<file path="src/rtl/frame_responder.sv">
// Frame receiver: checks session ordering and a bit-serial CRC-32 over a full
// frame, then answers the sender with OKAY / ERROR / FATAL_ERROR.
module frame_responder #(
  parameter int          DATA_SIZE     = 64,
  parameter int          PREAMBLE_SIZE = 7,
  parameter int          CRC_SIZE      = 4,
  parameter int          FRAME_SIZE    = (PREAMBLE_SIZE + DATA_SIZE + CRC_SIZE) * 8 - 1,
  parameter logic [32:0] CRC_POLY      = 33'h104c11db7,
  parameter int          MAX_RETRY     = 3
) (
  input  logic              clk,
  input  logic              rst_n,
  input  logic [0:FRAME_SIZE] Fin,
  input  logic              Fin_valid,
  output logic [0:FRAME_SIZE] Fout,
  output logic              Fout_valid,
  output logic [7:0]        confirm,
  output logic              confirm_valid,
  output logic              busy,
  output logic [1:0]        state_o
);

  localparam logic [1:0] S_IDLE    = 2'd0;
  localparam logic [1:0] S_CHECK   = 2'd1;
  localparam logic [1:0] S_CRC     = 2'd2;
  localparam logic [1:0] S_RESPOND = 2'd3;

  localparam logic [7:0] T_FIRST  = 8'h00;
  localparam logic [7:0] T_LAST   = 8'h01;
  localparam logic [7:0] T_NORMAL = 8'h02;
  localparam logic [7:0] T_SINGLE = 8'h03;

  localparam logic [7:0] C_OKAY  = 8'h05;
  localparam logic [7:0] C_ERROR = 8'h04;
  localparam logic [7:0] C_FATAL = 8'h08;

  localparam int             CW         = $clog2(FRAME_SIZE + 1);
  localparam int             FW         = $clog2(MAX_RETRY + 1);
  localparam logic [CW-1:0]  LAST_BIT   = CW'(FRAME_SIZE);
  localparam logic [FW-1:0]  FAIL_LIMIT = FW'(MAX_RETRY - 1);

  logic [1:0]          state_q, state_d;
  logic [0:FRAME_SIZE] frame_q, fout_q;
  logic [CW-1:0]       bit_cnt_q;
  logic [31:0]         crc_q, crc_d, last_q;
  logic                sess_q;
  logic [FW-1:0]       fail_cnt_q;
  logic [7:0]          code_q, code_d, final_code, confirm_q;
  logic                confirm_valid_q, fout_valid_q;
  logic [7:0]          ftype;
  logic [31:0]         fnum;
  logic                rule_ok, type_known, crc_fb;

  assign ftype = frame_q[0:7];
  assign fnum  = frame_q[24:55];

  // One division step per cycle, MSB of the frame first, remainder starts at 0.
  assign crc_fb = crc_q[31] ^ frame_q[bit_cnt_q];
  assign crc_d  = {crc_q[30:0], 1'b0} ^ (crc_fb ? CRC_POLY[31:0] : 32'h0);

  always_comb begin
    rule_ok    = 1'b0;
    type_known = 1'b1;
    case (ftype)
      T_FIRST, T_SINGLE: rule_ok = !sess_q;
      T_NORMAL, T_LAST:  rule_ok = sess_q && (fnum == last_q + 32'd1);
      default:           type_known = 1'b0;
    endcase
  end

  // An ERROR that would reach the retry limit escalates to FATAL_ERROR.
  always_comb begin
    final_code = code_q;
    if (code_q == C_ERROR && fail_cnt_q == FAIL_LIMIT) final_code = C_FATAL;
  end

  always_comb begin
    state_d = state_q;
    code_d  = code_q;
    case (state_q)
      S_IDLE:  if (Fin_valid) state_d = S_CHECK;
      S_CHECK: begin
        if (!type_known) begin
          state_d = S_RESPOND;
          code_d  = C_FATAL;
        end else if (!rule_ok) begin
          state_d = S_RESPOND;
          code_d  = C_ERROR;
        end else begin
          state_d = S_CRC;
        end
      end
      S_CRC: begin
        if (bit_cnt_q == LAST_BIT) begin
          state_d = S_RESPOND;
          code_d  = (crc_d == 32'h0) ? C_OKAY : C_ERROR;
        end
      end
      default: state_d = S_IDLE;
    endcase
  end

  always_ff @(posedge clk or negedge rst_n) begin
    if (!rst_n) begin
      state_q         <= S_IDLE;
      frame_q         <= '0;
      fout_q          <= '0;
      bit_cnt_q       <= '0;
      crc_q           <= '0;
      last_q          <= '0;
      sess_q          <= 1'b0;
      fail_cnt_q      <= '0;
      code_q          <= '0;
      confirm_q       <= '0;
      confirm_valid_q <= 1'b0;
      fout_valid_q    <= 1'b0;
    end else begin
      state_q         <= state_d;
      code_q          <= code_d;
      confirm_valid_q <= 1'b0;
      fout_valid_q    <= 1'b0;
      case (state_q)
        S_IDLE: if (Fin_valid) frame_q <= Fin;
        S_CHECK: begin
          bit_cnt_q <= '0;
          crc_q     <= '0;
        end
        S_CRC: begin
          bit_cnt_q <= bit_cnt_q + CW'(1);
          crc_q     <= crc_d;
        end
        default: begin
          // RESPOND: publish the code and apply the session bookkeeping.
          confirm_q       <= final_code;
          confirm_valid_q <= 1'b1;
          if (final_code == C_OKAY) begin
            fail_cnt_q   <= '0;
            fout_q       <= frame_q;
            fout_valid_q <= 1'b1;
            case (ftype)
              T_FIRST:  begin sess_q <= 1'b1; last_q <= fnum;  end
              T_NORMAL: last_q <= fnum;
              T_LAST:   begin sess_q <= 1'b0; last_q <= 32'h0; end
              default:  ;
            endcase
          end else if (final_code == C_FATAL) begin
            sess_q     <= 1'b0;
            last_q     <= 32'h0;
            fail_cnt_q <= '0;
          end else begin
            fail_cnt_q <= fail_cnt_q + FW'(1);
          end
        end
      endcase
    end
  end

  assign Fout          = fout_q;
  assign Fout_valid    = fout_valid_q;
  assign confirm       = confirm_q;
  assign confirm_valid = confirm_valid_q;
  assign busy          = (state_q != S_IDLE);
  assign state_o       = state_q;

endmodule

</file>
<file path="config.mk">
export PLATFORM = sky130hd
export DESIGN_NAME = frame_responder
export DESIGN_NICKNAME = d
export VERILOG_FILES = /design/src/rtl/frame_responder.sv
export SDC_FILE = /design/constraint.sdc
export NUM_CORES = 2
export LEC_CHECK = 0
export CORE_MARGIN = 2
export CORE_UTILIZATION = 25
export DETAILED_ROUTE_END_ITERATION = 12
export GPL_TIMING_DRIVEN = 1
export PLACE_DENSITY = 0.49
export SETUP_SLACK_MARGIN = 0.2
export SKIP_LAST_GASP = 1
export SYNTH_ARGS = -nofsm -noshare
export SYNTH_HDL_FRONTEND = slang
export SYNTH_SLANG_ARGS = --single-unit
export TNS_END_PERCENT = 100
</file>
<file path="constraint.sdc">
create_clock -name clk -period 6.4 [get_ports clk]
set_input_delay 1.28 -clock clk [delete_from_list [all_inputs] [get_ports clk]]
set_output_delay 1.28 -clock clk [all_outputs]
set_load 0.005 [all_outputs]
</file>
# Word-level counts from Yosys, hierarchy flattened
# Cells that the tools add are included.
# totals
wordCells,86
ramBits,0
inputBits,603
mem_bits_ro,0
latch_bits,0
memories,0
reg_bits,1297
out_inout_bits,613
# op_classes
reduce_logical,20
n_lt_le_gt_ge,1
muxes,30
n_eq_ne,16
n_shift,0
bitwise_logic,4
mul,0
n_addsub,3
div,0
# op_table
cell,n
$pmux W32 S2,2
$mux W32,2
$add A32 B1 Y32 const B,1
$eq A32 B32 Y1,1
$logic_not A32 Y1,1
$mux W8,4
$xor A32 B27 Y32,1
$mux W27,1
$pmux W10 S2,1
$eq A8 B2 Y1 const B,2
$eq A8 B3 Y1 const B,2
$pmux W8 S2,1
$ge A11 B11 Y1 const B,1
$mux W1,11
$not A10 Y11,1
$add A10 B1 Y10 const B,1
$bmux W1 S10,1
$eq A10 B10 Y1 const B,1
$reduce_and A3 Y1,3
$eq A8 B1 Y1 const B,1
$eq A8 B4 Y1 const B,1
$logic_not A8 Y1,1
$mux W2,4
$pmux W2 S3,1
other kinds (18),28

# Logic depth before layout (Yosys ltp)
# logic_depth
depth_word,11
mapped_depth,19
depth_no_buf,13

# Worst setup path after synthesis
# No wires, ideal clock.
# synth_timing
path_kind,register to register
from,reg bit_cnt_q[0]
to,reg code_q[0]
slack_ps,3111
n_path_buf,3
setup_time_ps,82
synth_period_minus_slack_ps,3289
t_arrival_ps,3207
required_time_ps,6318
path_stages_with_launch,15
path_cell_list,dfrtp_1 -> buf_6 -> buf_12 -> mux4_2 -> mux4_2 -> a221oi_1 -> o41ai_2 -> a31oi_4 -> xnor2_4 -> buf_12 -> inv_1 -> ha_1 -> nor4b_1 -> nand4_1 -> o22ai_1
# synth_via
elab_chain_cells,11
word_cells_on_any_way,14
classes_between,eq/ne (2); mux (7); bitwise (3); reduce/logical (2)
# synth_rtl
element,line_no,source
start: declaration,44,logic [CW-1:0] bit_cnt_q;
start signal: assignment,129,bit_cnt_q <= bit_cnt_q + CW'(1);
$not A10 Y11 (not written as such),58,assign crc_fb = crc_q[31] ^ frame_q[bit_cnt_q];
$bmux W1 S10,58,
$mux W1 (not written as such) (2 in series),58,
$xor A1 B1 Y1,58,
$mux W27,59,"assign crc_d = {crc_q[30:0], 1'b0} ^ (crc_fb ? CRC_POLY[31:0] : 32'h0);"
$xor A32 B27 Y32,59,
$logic_not A32 Y1,96,code_d = (crc_d == 32'h0) ? C_OKAY : C_ERROR;
$mux W1,96,
$mux W8,94,if (bit_cnt_q == LAST_BIT) begin
$pmux W8 S2,80,case (state_q)
end signal: assignment,119,code_q <= code_d;
end: declaration,48,"logic [7:0] code_q, code_d, final_code, confirm_q;"
# Several ways; a longest one is shown, not always the timed one. The select of a mux whose other input is x is not followed.
# A chain may end at the register's enable or synchronous reset.

# Final worst setup path
# layout_timing
from,reg bit_cnt_q[1]
to,reg code_q[0]
# The elaborated chain is that of the path after synthesis.

==> key figures <==
Outcome
  • Status: finished clean

Timing
  • Layout Skew: 0.0518 ns
  • Fin crit period: 5.07 ns
  • Period utilization: 0.792
  • Slew @ Worst Pin: 1.41 ns
  • Endpoints failing hold: 0
  • Slew Limit Headroom: 0.0604
  • Fin. max-slew vios: 0
  • Final setup fails: 0
  • RSZ-0062 raised after global routing: no
  • Hold slack: 0.385 ns
  • Max Fclk: 197 MHz
  • Post-Route Setup TNS: 0 ns

Synth
  • Top cells by area, synth: dfrtp_1 (59%), nand2_1 (13%), mux2_2 (13%)
  • Sequential fraction of the synthesis area: 0.588
  • Post-synth top cells: nand2_1 (1860), dfrtp_1 (1287), mux2_2 (610)
  • Post-synth EDFFs: 0
  • Leading area contributor after synthesis: dfrtp_1
  • Ys Warns: 0
  • Count leader, synth: nand2_1
  • Unique masters post-synth: 76
  • Synthesized area: 0.0548 mm²
  • Async set or reset register ratio after synthesis: 1.00
  • Synth top area share: 0.588
  • Register bit total from synthesis: 1287
  • Post-Syn Instances: 4788
  • Main synth FF type: dfrtp_1
  • Mean Syn Cell Area: 11.4 µm²

Finish
  • Storage cell area: 0.0322 mm²
  • Layout fillers: 21700
  • Nets: 6544
  • Area of the multi-input gates: 0.0210 mm²
  • Final Cell Area: 0.0755 mm²
  • Area grow syn2layout: 37.9%
  • Fin util: 0.347
  • Layout cells sized above 1: 0.179

Worst setup path
  • Crit. End Element: flip-flop
  • CP required: 7.07 ns
  • WP data arrival: 5.74 ns
  • Critical path type: reg -> reg
  • Cells along the critical path: nand3b_1 -> o221ai_1 -> a211oi_1 -> a21oi_1 -> a2111oi_2 -> o41ai_2 -> a31oi_4 -> xnor2_4 -> inv_1 -> ha_1 -> nor4b_1 -> nand4_1 -> o22ai_1
  • CP max FO: 35
  • CP max-delay cell: nand3b_1
  • Setup crit start kind: flip-flop
  • Crit path largest cell delay: 0.88 ns

Placement
  • PortBufs: 1210
  • Dpl hpwl: 190000 µm
  • Gpl congestion: 0.860
  • Placed cell area: 0.0699 mm²

Clocking
  • Cts bufs inserted: 157
  • Root Driver: clkbuf_16
  • Post-CTS Setup Inserts: 0
  • Clk pin slew, worst setup/hold paths: 0.06 ns
  • Post-CTS sizing: 0
  • Clock Latency Late Sink: 0.80 ns
  • Hold_buf cts: 0
  • H-tree levels: 4
  • Clock tree buffer depth: 3
  • Clk sink count: 1287
  • CTS tree: done

Global route
  • Largest net degree at the start of global routing: 183
  • Global-route usage over all layers: 0.223
  • First-pass GRT wire length: 351000 µm
  • Number of global-route vias before repair: 42800
  • Initial antenna violation count: 108
  • Congestion Overflow GR: 0

Floorplanning
  • Chip Height: 472 µm
  • FP Rows: 171
  • Initial Util: 0.252
  • Die Wd: 472 µm
  • Core area: 0.217 mm²
  • I/O pins: 1216
  • Die area: 0.223 mm²

Pwr
  • Power Density: 509 mW/mm²
  • Leakage: 34.0 nW
  • Maximum VDD drop: 267 µV

Detailed routing
  • Total Wirelength: 254000 µm
  • Drt first pass iters: 8
  • Vias per Instance: 4.62
  • Post-DRT Antenna Nets: 0
  • Via count: 41400
  • Initial DRC count: 2671
  • Post-DR wirelength/cell: 28.4 µm
  • Drt drc: 0

Worst hold path
  • Worst min path class: in -> async

Flow run
  • Max-Cap Viols: 0
## sequential cells by signal, summed over array words and instances (netlist names)
name and cells:
Fout 600, confirm_valid 1, sess_q 1, bit_cnt_q 10
fail_cnt_q 2, crc_q 32, state_o 2, code_q 3
Fout_valid 1, last_q 32, frame_q 600, confirm 3
## path summary, 6_finish.rpt
path | slack, ns | startpoint | cells after the start | endpoint
setup / recovery | 1.33 | bit_cnt_q[1]$_DFFE_PN0P_ | 13 | code_q[0]$_DFFE_PN0P_
hold / removal | 0.39 | rst_n | 1 | Fout[37]$_DFFE_PN0P_
setup reg to reg | 1.33 | bit_cnt_q[1]$_DFFE_PN0P_ | 13 | code_q[0]$_DFFE_PN0P_
hold reg to reg | 0.47 | Fout[236]$_DFFE_PN0P_ | 2 | Fout[236]$_DFFE_PN0P_
max in group asynchronous | 4.36 | rst_n | 2 | Fout[574]$_DFFE_PN0P_
min in group clk | 0.47 | Fout[236]$_DFFE_PN0P_ | 2 | Fout[236]$_DFFE_PN0P_
## cell usage in the layout, fill, tap and decap left out, types with 12 or more instances in the layout
cell type / synthesis / routed
nor2_1: 38 / 35
mux2_2: 610 / 610
mux4_1: 14 / 14
xnor2_1: 29 / 29
nor4_1: 19 / 18
a22oi_1: 16 / 16
mux4_2: 122 / 122
diode_2: 0 / 43
nand4_1: 14 / 14
clkbuf_16: 0 / 158
nand3_1: 49 / 48
dfrtp_1: 1287 / 1281
bufinv_16: 0 / 12
clkbuf_1: 227 / 38
clkinv_2: 0 / 18
xor2_1: 24 / 24
clkdlybuf4s50_1: 0 / 1209
inv_1: 48 / 47
nand2_1: 1860 / 1858
o21ai_0: 58 / 58
buf_12: 12 / 24
clkbuf_8: 0 / 36
a22o_1: 39 / 39
buf_4: 7 / 40
a21oi_1: 18 / 18
mux2i_1: 53 / 53
nor2b_1: 19 / 15
## layer usage
layer  wire length, µm  up-vias  track usage
met4              6340       90       0.0647
met5               564        -            0
li1                  -    18400            -
met2            125000     1358        0.376
met1            102000    21200        0.270
met3             20100      360       0.0748
## through the flow
| stage | setup slack, ns | total power [mW] | instances |
|---|---|---|---|
| floorplan | 3.11 | 20.7 | 4792 |
| global placement | 0.874 | 29.3 | 8628 |
| detailed placement | 0.968 | 29.4 | 8628 |
| CTS | 0.952 | 39.1 | 8914 |
| global route | 0.735 | 40.6 | 8936 |
| finish | 1.33 | 38.5 | 8957 |
## critical path, delay by kind of cell, from the launching register on
family	cells	cell delay [ns]
compound gates	7	2.14
simple gates	3	1.12
flops	1	0.75
xor+xnor	1	0.57
fa+ha+maj	1	0.20
buf+inv	1	0.10
## logic make-up after synthesis
| group | share of synthesized area |
|---|---|
| and+or+nand+nor | 0.147 |
| DFF | 0.588 |
| muxes | 0.192 |
| buffers and inverters | 0.0293 |
| AOI/OAI and AO/OA | 0.0322 |
| xor gates and xnor gates | 0.00898 |
| adders and majority gates | 0.00183 |
| other | 0.0000685 |
## final cells by class
type | instances | area share
antenna | 43 | 0.00142
clock buffer | 232 | 0.0608
clock inverter | 54 | 0.0116
inverter | 50 | 0.00262
multi-input combinational | 3163 | 0.279
sequential | 1287 | 0.427
tap | 2854 | 0.0473
timing repair buffer | 1274 | 0.171
## report_power, final
part	internal, mW	switching, mW
clock network	5.52	3.90
logic	7.47	5.55
registers	11.9	4.16
total	24.9	13.6
No activity file was read; power rests on OpenSTA's default activity.
